File: config.mk
export PLATFORM = sky130hd
export DESIGN_NAME = pipe_stage_skid
export DESIGN_NICKNAME = d
export VERILOG_FILES = /design/src/rtl/pipe_stage_skid.sv
export SDC_FILE = /design/constraint.sdc
export NUM_CORES = 1
export LEC_CHECK = 0
export CORE_ASPECT_RATIO = 0.9
export CORE_MARGIN = 2
export CORE_UTILIZATION = 50
export DETAILED_ROUTE_END_ITERATION = 8
export GPL_ROUTABILITY_DRIVEN = 1
export HOLD_SLACK_MARGIN = 0.02
export PLACE_DENSITY_LB_ADDON = 0.05
export SLEW_MARGIN = 30
export SYNTH_ARGS = -nofsm -noshare
export SYNTH_HDL_FRONTEND = slang
export SYNTH_SLANG_ARGS = --single-unit
File: constraint.sdc
create_clock -name clk -period 2.6 [get_ports clk]
set_input_delay 0.52 -clock clk [delete_from_list [all_inputs] [get_ports clk]]
set_output_delay 0.52 -clock clk [all_outputs]
set_load 0.005 [all_outputs]
File: src/rtl/pipe_stage_skid.sv
// Pipeline register stage with valid/ready handshake, one-entry skid buffer,
// synchronous flush and a saturating stall-cycle counter.
module pipe_stage_skid #(
   parameter int unsigned PAYLOAD_WIDTH = 147,
   parameter int unsigned CNT_WIDTH     = 16
) (
   input  logic                     clk,
   input  logic                     rst_n,
   input  logic                     in_valid,
   input  logic [PAYLOAD_WIDTH-1:0] in_data,
   output logic                     in_ready,
   output logic                     out_valid,
   output logic [PAYLOAD_WIDTH-1:0] out_data,
   input  logic                     out_ready,
   input  logic                     flush,
   input  logic                     cnt_clear,
   output logic [CNT_WIDTH-1:0]     stall_cnt
);

   localparam logic [CNT_WIDTH-1:0] CntMax = '1;
   localparam logic [CNT_WIDTH-1:0] CntOne = {{(CNT_WIDTH-1){1'b0}}, 1'b1};

   logic                     out_valid_q, out_valid_d;
   logic                     skid_valid_q, skid_valid_d;
   logic [PAYLOAD_WIDTH-1:0] main_q, main_d;
   logic [PAYLOAD_WIDTH-1:0] skid_q, skid_d;
   logic [CNT_WIDTH-1:0]     cnt_q, cnt_d;
   logic                     in_fire, out_fire, stalled;

   // in_ready comes straight from a flop: no path from out_ready.
   assign in_ready  = !skid_valid_q;
   assign out_valid = out_valid_q;
   assign out_data  = main_q;
   assign stall_cnt = cnt_q;

   assign in_fire  = in_valid && !skid_valid_q;
   assign out_fire = out_valid_q && out_ready;
   assign stalled  = out_valid_q && !out_ready;

   always_comb begin
      out_valid_d  = out_valid_q;
      skid_valid_d = skid_valid_q;
      main_d       = main_q;
      skid_d       = skid_q;
      if (flush) begin
         // Only the valid bits are cleared; data registers may keep stale values.
         out_valid_d  = 1'b0;
         skid_valid_d = 1'b0;
      end else begin
         case ({out_valid_q, skid_valid_q})
            2'b00: begin
               if (in_fire) begin
                  out_valid_d = 1'b1;
                  main_d      = in_data;
               end
            end
            2'b10: begin
               if (in_fire && out_fire) begin
                  main_d = in_data;
               end else if (in_fire) begin
                  skid_valid_d = 1'b1;
                  skid_d       = in_data;
               end else if (out_fire) begin
                  out_valid_d = 1'b0;
               end
            end
            2'b11: begin
               if (out_fire) begin
                  main_d       = skid_q;
                  skid_valid_d = 1'b0;
               end
            end
            default: begin
               out_valid_d  = out_valid_q;
               skid_valid_d = skid_valid_q;
            end
         endcase
      end
   end

   always_comb begin
      cnt_d = cnt_q;
      if (cnt_clear) begin
         cnt_d = '0;
      end else if (stalled && !flush && (cnt_q != CntMax)) begin
         cnt_d = cnt_q + CntOne;
      end
   end

   always_ff @(posedge clk or negedge rst_n) begin
      if (!rst_n) begin
         out_valid_q  <= 1'b0;
         skid_valid_q <= 1'b0;
         main_q       <= '0;
         skid_q       <= '0;
         cnt_q        <= '0;
      end else begin
         out_valid_q  <= out_valid_d;
         skid_valid_q <= skid_valid_d;
         main_q       <= main_d;
         skid_q       <= skid_d;
         cnt_q        <= cnt_d;
      end
   end

endmodule

Yosys cells after proc, flatten, opt, wreduce, memory -nomap -nowiden
Cells that the tools add are included.
Widths: inputs -> output; s select.

operators by class
  $add $sub $neg = 1
  multiply operators = 0
  divide/modulo/power cells = 0
  $lt $le $gt $ge = 0
  eq/ne operators = 12
  shift operators = 0
  mux-type cells = 15
  bitwise gates (word level) = 2
  reductions and logical operators = 18

operators by type and width
  cell                   number
  $mux 147               3
  $pmux 147 s3           1
  $mux 16                2
  $ne 3x3->1 const B     6
  $add 16x1->16 const B  1
  $ne 16x16->1 const B   1
  $reduce_and 5->1       2
  $reduce_bool 3->1      3
  $reduce_and 4->1       2
  $mux 1                 7
  $logic_and 1x1->1      6
  $ne 2x2->1 const B     3
  $eq 2x2->1 const B     2
  $pmux 1 s2             2
  $logic_not 1->1        3
  $logic_not 2->1        1
  $not 1->1              2
  $reduce_bool 2->1      1

storage, ports and cells
  register bits = 312
  bits in latches = 0
  bits in writable memories = 0
  ROM bits = 0
  bits of input ports = 153
  output and inout port bits = 165
  word-level logic and storage cells = 53
  memories kept = 0

Depth between registers and ports, before layout
Gate-level depths: netlist of run 1.

  depth after elaboration = 6
  depth in mapped cells = 6
  mapped depth without buffers = 5

Least setup slack after synthesis of run 1
OpenSTA, ideal clock, no wires.

  kind = register -> register
  from = reg cnt_q[0] (netlist: stall_cnt[0])
  to = reg cnt_q[1] (netlist: stall_cnt[1])
  setup time = 0.132 ns
  data arrival time = 1.769 ns
  data required time = 2.468 ns
  path slack = 0.699 ns
  cell stages (with the launch flop) = 7
  buffers on the path = 1
  path through = dfrtp_1 -> ha_1 -> nand3_1 -> o41ai_2 -> buf_2 -> mux2i_1 -> nor2_1

on the way
  cells in the longest elaborated chain, start to end = 3

RTL lines
  element                                        RTL line  RTL
  start: declaration                             27        logic [CNT_WIDTH-1:0] cnt_q, cnt_d;
  start signal: assignment                       102       cnt_q <= cnt_d;
  $add 16x1->16 or $ne 16x16->1 (tied branches)  86, 85
  $mux 16 or $logic_and 1x1->1 (tied branches)   85        end else if (stalled && !flush && (cnt_q != CntMax)) begin
  $mux 16 or $reduce_bool 2->1 (tied branches)   n/a

Parallel ways exist; a longest one is shown, timed or not. The select of a mux whose other input is x is not followed.
A chain may end at the register's enable or synchronous reset.

Worst setup path after layout of run 1
Ends and elaborated chain as after synthesis.

==> flow_summary.json, run 1 <==
{
  "status": "finished clean",
  "first_pass_iters": 4,
  "slew_headroom_pct": 38.5,
  "synth-simple-area-share_pct": 6.24,
  "ys_async_sr_fraction_pct": 100,
  "min_period_ns": 2.31,
  "setup_viol": 0,
  "rsz0062_at_grt": "false",
  "ctsResizeCount": 0,
  "synthFlopType": "dfrtp_1",
  "clk_latency_ns": 0.50,
  "p_leak_nw": 8.50,
  "setup.worst_path.class": "reg -> reg",
  "synthTopCellsByArea": "dfrtp_1 60%, mux2i_1 11%, mux2_1 11%, a21oi_1 6.1%, nor2_1 4.3%",
  "die_x_um": 174,
  "cp-startpoint": "stall_cnt[0]$_DFFE_PN0P_",
  "drtIter0Drc": 553,
  "grt_max_degree": 75,
  "drcViolationCount": 0,
  "rows": 56,
  "gr-total-overflow": 0,
  "hp-class": "reg -> reg",
  "clock_path_buffers": 3,
  "initial_core_util_pct": 50.4,
  "cts_root_buffer": "clkbuf_16",
  "worst_hold_slack_ns": 0.488,
  "synth_compound_area_share_pct": 7.25,
  "drive_gt1_share_pct": 7.79,
  "maxSlewViolCount": 0,
  "wl_per_cell_um": 17.5,
  "fmax_mhz": 433,
  "synth-adder-area-share_pct": 0.0959,
  "period_share_pct": 88.9,
  "path_max_fanout": 12,
  "ir_drop_mv": 0.560,
  "ios": 318,
  "die_y_um": 157,
  "antenna_found_initial": 2,
  "fin_nets": 1519,
  "tns_ns": 0,
  "synth_warnings": 0,
  "synth_nets": 1204,
  "dr_total_vias": 9124,
  "r2r-start": "stall_cnt[0]$_DFFE_PN0P_",
  "synth_xor_area_share_pct": 0.0672,
  "tritoncts.num_buffers": 34,
  "core_area_um2": 25900,
  "grt_pass1_vias": 9138,
  "crit_required_ns": 2.99,
  "hpwl_um": 20400,
  "vias_per_cell": 5.24,
  "arrival_ns": 2.70,
  "synth-edff-count": 0,
  "cts_tree": "yes",
  "yosysTopAreaCell": "dfrtp_1",
  "place_congestion": 0.786,
  "syn_inst": 1050,
  "tightest_slew_ns": 0.913,
  "critPathLaunchType": "register",
  "numClockSinks": 312,
  "grt_pass1_wl_um": 48400,
  "p_per_area_nw_per_um2": 780,
  "synth_seq_cells": 312,
  "worstHoldStart": "skid_q[37]$_DFFE_PN0P_",
  "grt_usage_pct": 22.1,
  "totalPowerFinal_w": 0.0140,
  "syn_area_um2": 13000,
  "avgSynthCellArea_um2": 12.4,
  "synth_top_area_share_pct": 59.9,
  "seq_area_frac_synth_pct": 59.9,
  "worst_setup_path_end_kind": "register",
  "ys_types": 36,
  "synth_top_family_by_area": "multiplexers",
  "die_area_um2": 27400,
  "cts_htree_levels": 2,
  "fill_cells": 1854,
  "port_buffers": 317,
  "ant_nets": 0,
  "muxShareOfSynthArea_pct": 24.1,
  "finClkSkew_ns": 0.00632,
  "cap_violations": 0,
  "area_delta_synth_final_pct": 37.9,
  "totalWireLength_um": 30500,
  "hold_viol": 0,
  "path_clk_slew_ns": 0.06
}
area by class of cell:
type                    instances  area [um^2]  area share, %
flip-flops and latches        312         7810           43.4
diodes                          5         12.5         0.0696
clock inverters                 9         97.6          0.542
repair buffers                346         3610           20.1
inverters                       4         15.0         0.0835
multi-input cells             667         4960           27.6
well taps                     348          435           2.42
clock buffers                  49         1050           5.84
stage by stage:
step	worst slack [ns]	cells	instance area, um^2	utilization (%)
floorplan	0.699	1050	13000	-
global placement	0.0409	1676	16800	65.1
detailed placement	0.0366	1676	16800	65.1
CTS	0.323	1735	18000	69.5
global route	0.113	1735	18000	69.5
finish	0.289	1740	18000	69.6
path summary, 6_finish.rpt:
kind / depth (start not counted) / end / slack, ns
min reg2reg: 1 / skid_q[37]$_DFFE_PN0P_ / 0.49
min in group asynchronous: 2 / skid_q[84]$_DFFE_PN0P_ / 0.52
max: 6 / stall_cnt[1]$_DFFE_PN0P_ / 0.29
max in group asynchronous: 4 / out_data[10]$_DFFE_PN0P_ / 1.31
min: 1 / skid_q[37]$_DFFE_PN0P_ / 0.49
max reg2reg: 6 / stall_cnt[1]$_DFFE_PN0P_ / 0.29
routing by layer:
layer  wire length, um  track usage, %
met2             14300            34.5
met3              2620            7.46
met5                 0               0
met4               709            7.64
met1             12900            28.9
timing repair:
item                      4_1_cts  5_1_grt
hold buffers                    1        0
hold endpoints to repair       39        0
buffers inserted                0        0
worst max-delay path: stages (launching register included):
cell and delay (ns):
dfrtp_1 0.44, ha_1 0.24, nand3_1 0.12, o41ai_2 0.88, buf_4 0.29, mux2i_1 0.18
nor2_1 0.05
flip-flops by register name, indices dropped and copies added (netlist names):
name          cells
out_data        147
skid_q          147
stall_cnt        16
out_valid         1
skid_valid_q      1
synth_stat cells, types with 6 or more instances:
library cell  number
mux2_2            18
nand4_1            7
o21ai_0            7
mux2i_1          148
or3_1              6
nor2_1           150
mux2_1           130
buf_2             31
buf_1              7
a21oi_1          160
clkbuf_1          29
dfrtp_1          312
nand2_1            7
where the power goes:
part | switching, W | internal, W | leakage [nW]
logic | 0.000986 | 0.00165 | 4.26
clock network | 0.00189 | 0.00300 | 0.570
registers | 0.000572 | 0.00594 | 3.67
cells by family (layout without fill, tap and decap cells):
kind of cell | after synthesis | in the layout
DFF | 312 | 312
muxes | 296 | 296
and+or+nand+nor | 190 | 190
AOI/OAI and AO/OA | 179 | 179
buffers and inverters | 71 | 408
adders and majority gates | 1 | 1
xor gates and xnor gates | 1 | 1
other | 0 | 5
placed cells by master, fill, tap and decap left out, drive strengths merged, types with 2 or more instances in the layout:
cell type,synthesis,final
or4,5,5
dfrtp,312,312
o21ai,7,7
mux2i,148,148
or3,6,6
buf,38,29
nand2,7,7
o41ai,2,2
nor2,150,150
inv,4,4
and4,2,2
clkdlybuf4s50,0,316
diode,0,5
nor3,2,2
clkbuf,29,49
o31ai,5,5
nand3,3,3
mux2,148,148
bufinv,0,2
a21oi,160,160
nand4,8,8
clkinv,0,6
Note: power is estimated with default switching activity, not from simulation.
==> run 2: changes to the inputs <==
--- a/config.mk
+++ b/config.mk
@@ -7,7 +7,7 @@
 export LEC_CHECK = 0
 export CORE_ASPECT_RATIO = 0.9
 export CORE_MARGIN = 2
-export CORE_UTILIZATION = 50
+export CORE_UTILIZATION = 54
 export DETAILED_ROUTE_END_ITERATION = 8
 export GPL_ROUTABILITY_DRIVEN = 1
 export HOLD_SLACK_MARGIN = 0.02
==> constraint.sdc (replaced) <==
create_clock -name clk -period 2.7 [get_ports clk]
set_input_delay 0.54 -clock clk [delete_from_list [all_inputs] [get_ports clk]]
set_output_delay 0.54 -clock clk [all_outputs]
set_load 0.005 [all_outputs]
==> run 2 against run 1 <==
Against the previous run:
- the run now ends with hold timing left
- via count rose by 1.1%
- non-clock buffer count down 4
- critical path depth shrank 5
- clock skew rose by 0.0010 ns
- die area is 7.2% lower
- critical path type is now reg -> out
==> flow_summary.json, run 2 (same netlist as run 1, synthesis figures left out) <==
{
  "setup.worst_path.class": "reg -> out",
  "tightest_slew_ns": 0.768,
  "gr-total-overflow": 0,
  "core_area_um2": 23500,
  "fin_nets": 1515,
  "p_per_area_nw_per_um2": 749,
  "critical_path_buf_inv_count": 1,
  "clock_path_buffers": 3,
  "final_cell_mix": "316 x clkdlybuf4s50_1, 312 x dfrtp_1, 160 x a21oi_1",
  "port_buffers": 317,
  "status": "finished with violations",
  "fmax_mhz": 448,
  "rsz0062_at_grt": "false",
  "fill_cells": 1625,
  "vias_per_cell": 5.47,
  "cts_htree_levels": 2,
  "place_ws_ns": 0.235,
  "ios": 318,
  "first_pass_iters": 4,
  "drive_gt1_share_pct": 7.22,
  "dr_total_vias": 9221,
  "antenna_cells": 0,
  "cts_root_buffer": "clkbuf_16",
  "tns_ns": 0,
  "grt_pass1_vias": 9351,
  "grt_usage_pct": 24.4,
  "clk_latency_ns": 0.50,
  "setup_viol": 0,
  "grt_max_degree": 78,
  "path_max_fanout": 7,
  "hpwl_um": 20700,
  "critPathLaunchType": "register",
  "postCtsHoldBufs": 0,
  "hold_viol": 2,
  "drcViolationCount": 0,
  "antenna_found_initial": 0,
  "violations": "hold timing",
  "area_delta_synth_final_pct": 36.6,
  "min_period_ns": 2.23,
  "cap_violations": 0,
  "ir_drop_mv": 0.592,
  "grt_pass1_wl_um": 49500,
  "die_x_um": 168,
  "rows": 53,
  "die_area_um2": 25400,
  "die_y_um": 151,
  "worst_hold_slack_ns": -0.000558,
  "tritoncts.num_buffers": 34,
  "initial_core_util_pct": 55.4,
  "hp-class": "in -> async",
  "path_clk_slew_ns": 0.06,
  "maxSlewViolCount": 0,
  "ant_nets": 0,
  "p_leak_nw": 8.45,
  "setup_slack_ns": 0.466,
  "totalWireLength_um": 30600,
  "final_common_cell": "clkdlybuf4s50_1",
  "wl_per_cell_um": 18.1,
  "post_cts_buffers": 0,
  "drtIter0Drc": 651,
  "ctsResizeCount": 0,
  "cp_top_family": "buffers and inverters",
  "cp_slowest_cell": "clkdlybuf4s50_1",
  "crit_required_ns": 2.16,
  "cts_tree": "yes",
  "finClkSkew_ns": 0.00733,
  "worst_setup_path_end_kind": "output port",
  "slowest_delay_ns": 0.63,
  "slew_headroom_pct": 48.4,
  "period_share_pct": 82.7,
  "place_congestion": 0.801,
  "cp_cell_sequence": "clkdlybuf4s50_1",
  "numClockSinks": 312,
  "arrival_ns": 1.69
}
-- run 2: cell types whose count changed in the layout (fill, tap and decap cells not counted) --
cell	previous run	this run
bufinv_16	2	1
diode_2	5	0
o41ai_2	1	0
clkbuf_1	4	11
clkbuf_8	8	5
dlygate4sd3_1	1	0
o41ai_4	0	1
buf_12	17	14
clkinvlp_4	1	0
-- run 2: stage by stage --
step / instance area (um^2) / utilization [%] / power (W) / cells
final: 17800 / 75.6 / 0.0133 / 1687
after floorplan: 13000 / - / 0.00729 / 1050
after detailed placement: 16700 / 70.9 / 0.00891 / 1627
after CTS: 17800 / 75.6 / 0.0135 / 1687
after global placement: 16700 / 70.9 / 0.00876 / 1627
after global routing: 17800 / 75.6 / 0.0140 / 1687
-- run 2: path summary, 6_finish.rpt --
kind	startpoint	end	slack (ns)	depth (start not counted)
hold reg to reg	skid_q[57]$_DFFE_PN0P_	skid_q[57]$_DFFE_PN0P_	0.49	1
setup reg to reg	stall_cnt[0]$_DFFE_PN0P_	stall_cnt[1]$_DFFE_PN0P_	0.52	6
setup / recovery	out_valid$_DFFE_PN0P_	out_valid	0.47	1
hold / removal	rst_n	out_data[85]$_DFFE_PN0P_	-0.0006	1
min in group clk	skid_q[57]$_DFFE_PN0P_	skid_q[57]$_DFFE_PN0P_	0.49	1
max in group asynchronous	rst_n	out_data[121]$_DFFE_PN0P_	1.89	2
-- run 2: per-layer routing --
layer	share of wire (%)	track usage [%]
met5	0	0
met4	2.6	7.52
met3	7.8	7.55
met2	47	39.8
met1	42	31.5
-- run 2: area by class of cell --
type / instances / area [um^2] / area share, %
clock buffer: 53 / 1040 / 5.82
clock inverter: 7 / 60.1 / 0.337
inverter: 4 / 15.0 / 0.0843
multi-input combinational: 667 / 4970 / 27.9
sequential: 312 / 7810 / 43.8
tap: 302 / 378 / 2.12
timing repair buffer: 342 / 3540 / 19.9
-- run 2: power by group --
part / switching, W / internal [W]
clock network: 0.00180 / 0.00273
logic: 0.000962 / 0.00158
registers: 0.000552 / 0.00572
==> run 3: changes to the inputs <==
--- a/config.mk
+++ b/config.mk
@@ -7,7 +7,7 @@
 export LEC_CHECK = 0
 export CORE_ASPECT_RATIO = 0.9
 export CORE_MARGIN = 2
-export CORE_UTILIZATION = 54
+export CORE_UTILIZATION = 45
 export DETAILED_ROUTE_END_ITERATION = 8
 export GPL_ROUTABILITY_DRIVEN = 1
 export HOLD_SLACK_MARGIN = 0.02
==> constraint.sdc (replaced) <==
create_clock -name clk -period 2 [get_ports clk]
set_input_delay 0.4 -clock clk [delete_from_list [all_inputs] [get_ports clk]]
set_output_delay 0.4 -clock clk [all_outputs]
set_load 0.005 [all_outputs]
==> run 3 against run 2 <==
Against the previous run:
- the flow now finishes without violations
- highest routed layer is now met5
- global-route usage down 4.1 points
- largest power group unchanged
- clock power up 39%
- non-clock buffer count up 46
- final area up 3.6%
- cell count up 6.6%
- largest cell class unchanged
- sequential share of layout area down 1.5 points
- clock skew up 0.010 ns
- critical path depth up 1
- hold slack better by 0.38 ns
==> flow_summary.json, run 3 (same netlist as run 1, synthesis figures left out) <==
{
  "status": "finished clean",
  "grt_pass1_vias": 9292,
  "hold_viol": 0,
  "dp_cells": 1736,
  "place_congestion": 0.769,
  "grt_pass1_wl_um": 49100,
  "clk_latency_ns": 0.50,
  "finClkSkew_ns": 0.0174,
  "critPathLaunchType": "register",
  "drtIter0Drc": 384,
  "post_cts_buffers": 0,
  "p_leak_nw": 8.77,
  "worst_setup_path_end_kind": "output port",
  "fmax_mhz": 520,
  "tns_ns": 0,
  "vias_per_cell": 5.07,
  "die_area_um2": 30400,
  "hp-class": "in -> async",
  "area_delta_synth_final_pct": 41.4,
  "totalPowerFinal_w": 0.0182,
  "port_buffers": 317,
  "ios": 318,
  "final_common_cell": "clkdlybuf4s50_1",
  "grt_max_degree": 69,
  "slew_headroom_pct": 65.8,
  "grt_usage_pct": 20.2,
  "ir_drop_mv": 0.669,
  "cts_root_buffer": "clkbuf_16",
  "totalWireLength_um": 31000,
  "antenna_found_initial": 3,
  "cp-startpoint": "stall_cnt[9]$_DFFE_PN0P_",
  "fin_cells": 1799,
  "fill_cells": 2295,
  "min_period_ns": 1.92,
  "die_y_um": 166,
  "dr_total_vias": 9127,
  "numClockSinks": 312,
  "cp_cell_sequence": "buf_4 -> clkdlybuf4s50_1",
  "worst_hold_slack_ns": 0.378,
  "crit_required_ns": 1.60,
  "p_per_area_nw_per_um2": 987,
  "tightest_slew_ns": 0.508,
  "period_share_pct": 96.1,
  "cts_tree": "yes",
  "arrival_ns": 1.52,
  "first_pass_iters": 5,
  "final_cell_mix": "314 x clkdlybuf4s50_1, 312 x dfrtp_1, 160 x a21oi_1",
  "hpwl_um": 21800,
  "cts_htree_levels": 2,
  "wl_per_cell_um": 17.2,
  "drcViolationCount": 0,
  "maxSlewViolCount": 0,
  "gr-total-overflow": 0,
  "initial_core_util_pct": 45.4,
  "r2r-start": "stall_cnt[0]$_DFFE_PN0P_",
  "slowest_delay_ns": 0.53,
  "setup_viol": 0,
  "rows": 59,
  "core_area_um2": 28700,
  "rsz0062_at_grt": "false",
  "ant_nets": 0,
  "clock_path_buffers": 3,
  "setup.worst_path.class": "reg -> out",
  "die_x_um": 183,
  "tritoncts.num_buffers": 35,
  "cap_violations": 0,
  "cp_slowest_cell": "clkdlybuf4s50_1",
  "path_max_fanout": 6,
  "fin_nets": 1562,
  "path_clk_slew_ns": 0.06,
  "drive_gt1_share_pct": 10.5
}
## run 3: cell count changes in the layout (fill, tap and decap cells not counted), moves of 3 or more
| cell | previous run | this run |
|---|---|---|
| clkbuf_8 | 5 | 8 |
| buf_12 | 14 | 29 |
| clkbuf_1 | 11 | 7 |
| buf_4 | 11 | 41 |
## run 3: power by group
part	switching [W]	total, W	internal [W]
clock network	0.00251	0.00629	0.00378
logic	0.00127	0.00345	0.00217
registers	0.000748	0.00847	0.00772
total	0.00453	0.0182	0.0137
## run 3: final timing paths
kind	to	slack, ns	depth (start not counted)
max in group asynchronous	out_data[93]$_DFFE_PN0P_	0.85	4
worst max-delay path	stall_cnt[9]	0.08	2
worst min register to register	skid_q[91]$_DFFE_PN0P_	0.49	1
worst min-delay path	out_data[80]$_DFFE_PN0P_	0.38	2
min in group clk	skid_q[91]$_DFFE_PN0P_	0.49	1
worst max register to register	stall_cnt[1]$_DFFE_PN0P_	0.16	6
## run 3: area by class of cell
type	instances	area (um^2)	area share [%]
Antenna cell	1	2.50	0.0136
Clock buffer	50	1010	5.49
Clock inverter	11	118	0.638
Inverter	4	15.0	0.0814
Multi-Input combinational cell	667	4960	26.9
Sequential cell	312	7810	42.3
Tap cell	366	458	2.48
Timing Repair Buffer	388	4070	22.1
## run 3: worst max-delay path: cells and delay by family (launching register included)
family	cells	cell delay [ns]
buf+inv	2	0.67
flops	1	0.36
## run 3: repair_timing
item | CTS | global route
resized for setup | 2 | 0
endpoints found under the hold margin | 31 | 0
setup endpoints to repair | 2 | 0
hold buffers | 1 | 0
## run 3: layer usage
metal  vias to the layer above  GRT usage [%]  wire, um
met5                         -              0        24
met4                         4           5.09       564
met3                        45           6.16      2340
met2                       243           32.0     14200
met1                      4411           27.3     13900
li1                       4424              -         -
## run 3: through the flow
step	utilization, %	area [um^2]	setup WS, ns
after floorplan	-	13000	0.0988
after global placement	60.3	17300	-0.207
after detailed placement	60.3	17300	-0.285
after CTS	64.2	18400	0.0576
after global routing	64.2	18400	0.000756
final	64.2	18400	0.0786
